### src/rtl/sha_hex_display_scanner.sv
`timescale 1ns/1ps
`default_nettype none
// ============================================================================
// Module   : sha_hex_display_scanner
// Brief    : Captures a SHA-256 digest and scans it onto multiplexed hex digits.
// Revision : 1.0
// ============================================================================
module sha_hex_display_scanner #(
    parameter  int DATA_WIDTH  = 256,
    parameter  int NUM_DIGITS  = 8,
    parameter  int REFRESH_DIV = 50000,
    parameter  int PAGE_HOLD   = 100000000,
    localparam int NUM_PAGES   = DATA_WIDTH / (4 * NUM_DIGITS),
    localparam int PAGE_W      = (NUM_PAGES > 1) ? $clog2(NUM_PAGES) : 1
) (
    input  logic                  clk,
    input  logic                  rst,
    input  logic [DATA_WIDTH-1:0] digest,
    input  logic                  rounds_done,
    input  logic                  page_next,
    input  logic                  auto_mode,
    output logic [6:0]            seg,
    output logic [NUM_DIGITS-1:0] an,
    output logic                  dp,
    output logic [PAGE_W-1:0]     page_idx
);

    localparam int DIG_W = $clog2(NUM_DIGITS);
    localparam int REF_W = (REFRESH_DIV > 1) ? $clog2(REFRESH_DIV) : 1;
    localparam int TMR_W = (PAGE_HOLD > 1) ? $clog2(PAGE_HOLD) : 1;
    localparam int NIB_W = $clog2(DATA_WIDTH / 4);

    logic                  r_rd_q;
    logic                  r_shown;
    logic [DATA_WIDTH-1:0] r_shadow;
    logic [REF_W-1:0]      r_ref_cnt;
    logic [DIG_W-1:0]      r_digit;
    logic [PAGE_W-1:0]     r_page;
    logic [TMR_W-1:0]      r_timer;
    logic [6:0]            r_seg;
    logic [NUM_DIGITS-1:0] r_an;
    logic                  r_dp;

    logic                  w_cap;
    logic                  w_adv;
    logic [NIB_W-1:0]      w_nib_idx;
    logic [3:0]            w_nibble;
    logic [6:0]            w_seg_dec;

    assign w_cap = rounds_done & ~r_rd_q;
    assign w_adv = page_next | (auto_mode & (r_timer == TMR_W'(PAGE_HOLD - 1)));

    always_ff @(posedge clk) begin
        if (rst) begin
            r_rd_q   <= 1'b0;
            r_shown  <= 1'b0;
            r_shadow <= '0;
        end else begin
            r_rd_q <= rounds_done;
            if (w_cap) begin
                r_shadow <= digest;
                r_shown  <= 1'b1;
            end
        end
    end

    always_ff @(posedge clk) begin
        if (rst) begin
            r_ref_cnt <= '0;
            r_digit   <= '0;
        end else if (r_ref_cnt == REF_W'(REFRESH_DIV - 1)) begin
            r_ref_cnt <= '0;
            r_digit   <= (r_digit == DIG_W'(NUM_DIGITS - 1)) ? '0 : r_digit + 1'b1;
        end else begin
            r_ref_cnt <= r_ref_cnt + 1'b1;
        end
    end

    generate
        if (NUM_PAGES > 1) begin : g_multi_page
            // A fresh capture always restarts at page 0, overriding any advance.
            always_ff @(posedge clk) begin
                if (rst || w_cap) begin
                    r_page  <= '0;
                    r_timer <= '0;
                end else if (r_shown && w_adv) begin
                    r_page  <= (r_page == PAGE_W'(NUM_PAGES - 1)) ? '0 : r_page + 1'b1;
                    r_timer <= '0;
                end else if (r_shown && auto_mode) begin
                    r_timer <= r_timer + 1'b1;
                end else begin
                    r_timer <= '0;
                end
            end
        end else begin : g_single_page
            always_ff @(posedge clk) begin
                r_page  <= '0;
                r_timer <= '0;
            end
        end
    endgenerate

    always_comb begin
        w_nib_idx = NIB_W'((NUM_PAGES - 1 - int'(r_page)) * NUM_DIGITS + int'(r_digit));
        w_nibble  = r_shadow[{w_nib_idx, 2'b00} +: 4];
        w_seg_dec = 7'h7F;
        case (w_nibble)
            4'h0: w_seg_dec = 7'h40;
            4'h1: w_seg_dec = 7'h79;
            4'h2: w_seg_dec = 7'h24;
            4'h3: w_seg_dec = 7'h30;
            4'h4: w_seg_dec = 7'h19;
            4'h5: w_seg_dec = 7'h12;
            4'h6: w_seg_dec = 7'h02;
            4'h7: w_seg_dec = 7'h78;
            4'h8: w_seg_dec = 7'h00;
            4'h9: w_seg_dec = 7'h10;
            4'hA: w_seg_dec = 7'h08;
            4'hB: w_seg_dec = 7'h03;
            4'hC: w_seg_dec = 7'h46;
            4'hD: w_seg_dec = 7'h21;
            4'hE: w_seg_dec = 7'h06;
            default: w_seg_dec = 7'h0E;
        endcase
    end

    // seg/an/dp share one register stage so only a single digit is ever lit.
    always_ff @(posedge clk) begin
        if (rst || !r_shown) begin
            r_seg <= 7'h7F;
            r_an  <= '1;
            r_dp  <= 1'b1;
        end else begin
            r_seg <= w_seg_dec;
            r_an  <= ~(NUM_DIGITS'(1) << r_digit);
            r_dp  <= ~((r_page == '0) && (r_digit == DIG_W'(NUM_DIGITS - 1)));
        end
    end

    assign seg      = r_seg;
    assign an       = r_an;
    assign dp       = r_dp;
    assign page_idx = r_page;

endmodule
`default_nettype wire
### config.mk
export PLATFORM = sky130hd
export DESIGN_NAME = sha_hex_display_scanner
export DESIGN_NICKNAME = d
export VERILOG_FILES = /design/src/rtl/sha_hex_display_scanner.sv
export SDC_FILE = /design/constraint.sdc
export NUM_CORES = 1
export LEC_CHECK = 0
export ABC_AREA = 1
export ABC_CLOCK_PERIOD_IN_PS = 6450
export CAP_MARGIN = 20
export CORE_UTILIZATION = 40
export CTS_BUF_LIST = sky130_fd_sc_hd__clkbuf_8
export CTS_CLUSTER_SIZE = 14
export DETAILED_ROUTE_END_ITERATION = 10
export PLACE_DENSITY = 0.74
export SETUP_SLACK_MARGIN = 0.5
export SLEW_MARGIN = 10
export SYNTH_ARGS = -nofsm -noshare
export SYNTH_HDL_FRONTEND = slang
export SYNTH_SLANG_ARGS = --single-unit
export TNS_END_PERCENT = 10
### constraint.sdc
create_clock -name clk -period 6.45 [get_ports clk]
set_clock_uncertainty 0.1 [all_clocks]
set_input_delay 1.6125 -clock clk [delete_from_list [all_inputs] [get_ports clk]]
set_output_delay 1.6125 -clock clk [all_outputs]
set_load 0.05 [all_outputs]
==> flow_metrics.tcl <==
set metrics [dict create \
    outcome "finished, final reports clean" \
    hold_path.class "register to register" \
    critPathLaunch "page_idx[0]" \
    cp.required_ns 4.74 \
    syn-cell-area_sq_um 14410 \
    end_kind "output port" \
    seq_area_frac_synth 0.4488 \
    gp_congestion 0.8728 \
    clkPwrFrac 0.405 \
    critical_path_buf_inv_count 1 \
    setup_viol 0 \
    die_area_sq_um 36790 \
    seqPwrFrac 0.484 \
    grt_pass1_vias 13509 \
    cts_resized 0 \
    synth_top_area_share 0.4488 \
    synthCells 2106 \
    async_reset_ff_frac 0 \
    drt-wirelength-per-cell_microns 15.69 \
    core-area_sq_um 35480 \
    wl_mm 44.08 \
    netSwitchingPower_mw 1.127 \
    hold_start "r_shadow[233]" \
    fmax_mhz 243.7 \
    rows 69 \
    path_max_fanout 19 \
    postLayoutSetupSlackWorst_ns 2.347 \
    yosysUniqueCellTypes 34 \
    yosys_most_used_dff "dfxtp_1" \
    antenna_found_initial 1 \
    p_leak_nw 8.005 \
    die_w_microns 191.8 \
    drc 0 \
    worstMarginPinSlew_ns 1.210 \
    worstReg2RegStart "r_digit[0]" \
    clkTransAtPathRegs_ns 0.06 \
    ir_worst_vdd_mv 0.1837 \
    cts_num_sinks 323 \
    synth.largest_area_cell "dfxtp_1" \
    start_util 0.4061 \
    dpl.hpwl_mm 28.98 \
    crit_chain "clkdlybuf4s50_1" \
    synth_edf_count 0 \
    syn_nets 2384 \
    fin_crit_sh 0.6361 \
    cts_max_path_buffers 3 \
    min_period_ns 4.103 \
    cts_buffers 54 \
    synth_area_per_cell_sq_um 6.842 \
    hold_buffers 0 \
    track_usage 0.2376 \
    fillers 3453 \
    setup_tns_ns 0 \
    grt_pass1_wl_mm 69.40 \
    drv_cap 0 \
    tritoncts "yes" \
    slowest_delay_ns 0.99 \
    slew_violations 0 \
    io_pins 280 \
    num_vias 14382 \
    grt_max_degree 258 \
    hold_viol 0 \
    final_common_cell "nand2_1" \
    cts_setup_buffers 0 \
    synth_area_leaders "dfxtp_1 45%, nand2_1 23%, nand3_1 17%, clkbuf_1 2.3%, inv_1 1.5%" \
    critPathArrivalTime_ns 2.39 \
    dp_slack_ns 2.371 \
    p_int_mw 3.331 \
    area_growth_syn_to_layout_pct 27.27 \
    drt-initial-drc-count 934 \
    root_buffer "clkbuf_8" \
    drtPass1Iterations 6 \
    layout.nets 2587 \
    dieHeight_microns 191.8 \
    netSwitchingFraction 0.2529 \
    port_buffers 279 \
    drive_gt1_frac 0.04983 \
    clkLatencyLatePin_ns 0.59 \
    critPathKind "register to output port" \
    vias_per_cell 5.118 \
    power_density_nw_per_um2 243.1 \
    crit_family "buffers and inverters" \
    yosysWarnings 0 \
    rsz0062_at_grt "false" \
    layout.cells.most_common_list "869 x nand2_1, 493 x nand3_1, 320 x dfxtp_1" \
    h-tree-depth 2 \
    ant_nets 0 \
    relSlewSlack 0.1935 \
    startpoint_type "register" \
    synth-seq-cells 323 \
    share_comb_of_total_power 0.112 \
    overflow 0 \
    critical-path-slowest-cell "clkdlybuf4s50_1" \
]
==> layout make-up <==
type	instances	area [sq um]	share of cell area
Multi-Input combinational cell	1572	7034	0.3836
Sequential cell	323	6475	0.3531
Timing Repair Buffer	289	2893	0.1578
Clock buffer	69	949.7	0.05179
Tap cell	461	576.8	0.03145
Inverter	69	269.0	0.01467
Clock inverter	26	137.6	0.007505
Antenna cell	1	2.502	0.0001365
==> metal layers <==
layer,vias to the layer above,global-route usage,wire length [microns]
met4,0,0.09707,1555
met3,97,0.03453,2724
met5,-,0,0
met1,6551,0.3108,19460
met2,512,0.3910,20330
li1,7222,-,-
==> power by group through the flow <==
stage | clock (mW) | sequential [mW] | combinational [mW]
global placement | 0 | 2.19 | 0.492
global route | 1.93 | 2.17 | 0.548
floorplan | 0 | 2.20 | 0.235
CTS | 1.83 | 2.16 | 0.500
detailed placement | 0 | 2.20 | 0.499
finish | 1.80 | 2.16 | 0.497
==> registers in the layout (all words and copies together) (netlist names) <==
register,cells
r_ref_cnt,16
r_shown,1
dp,1
seg,7
r_shadow,256
r_rd_q,1
r_timer,27
page_idx,3
r_digit,3
an,8
==> metrics by stage <==
| step | instances | area, sq um | util | total power [mW] | hold WS, ns |
|---|---|---|---|---|---|
| 6_report | 2810 | 18340 | 0.5168 | 4.458 | 0.3446 |
| 5_1_grt | 2810 | 18340 | 0.5168 | 4.649 | 0.3563 |
| 4_1_cts | 2809 | 18340 | 0.5167 | 4.488 | 0.3470 |
| 3_5_place_dp | 2714 | 17250 | 0.4861 | 2.696 | 0.3322 |
| 3_3_place_gp | 2714 | 17250 | 0.4861 | 2.686 | 0.3275 |
| 2_1_floorplan | 2106 | 14410 | - | 2.433 | 0.3176 |
==> cell usage after synthesis (all sizes together), types with 4 or more instances <==
cell	n
nand2	873
nor3b	6
nor2	56
or2	8
xor2	11
o21ai	27
dfxtp	323
nand4	15
ha	17
nor3	19
a21oi	29
clkbuf	89
buf	53
nand3	496
a211oi	4
inv	68
==> cells by family (layout without fill, tap and decap cells) <==
group                      Yosys count  count (layout)  synth area share
DFF                                323             323            0.4488
buffers and inverters              211             453           0.06408
adders and majority gates           17              17           0.01476
AOI/OAI and AO/OA                   63              63           0.02310
xor gates and xnor gates            14              14          0.008510
and+or+nand+nor                   1478            1478            0.4408
other                                0               1                 0
==> path summary, 6_finish.rpt <==
| kind | end | slack [ns] | cells past startpoint |
|---|---|---|---|
| setup / recovery | page_idx[0] | 2.35 | 1 |
| hold / removal | r_shadow[233] | 0.34 | 2 |
| setup reg to reg | seg[1] | 2.55 | 16 |
| hold reg to reg | r_shadow[233] | 0.34 | 2 |
Power figures use the tool's default switching activity.
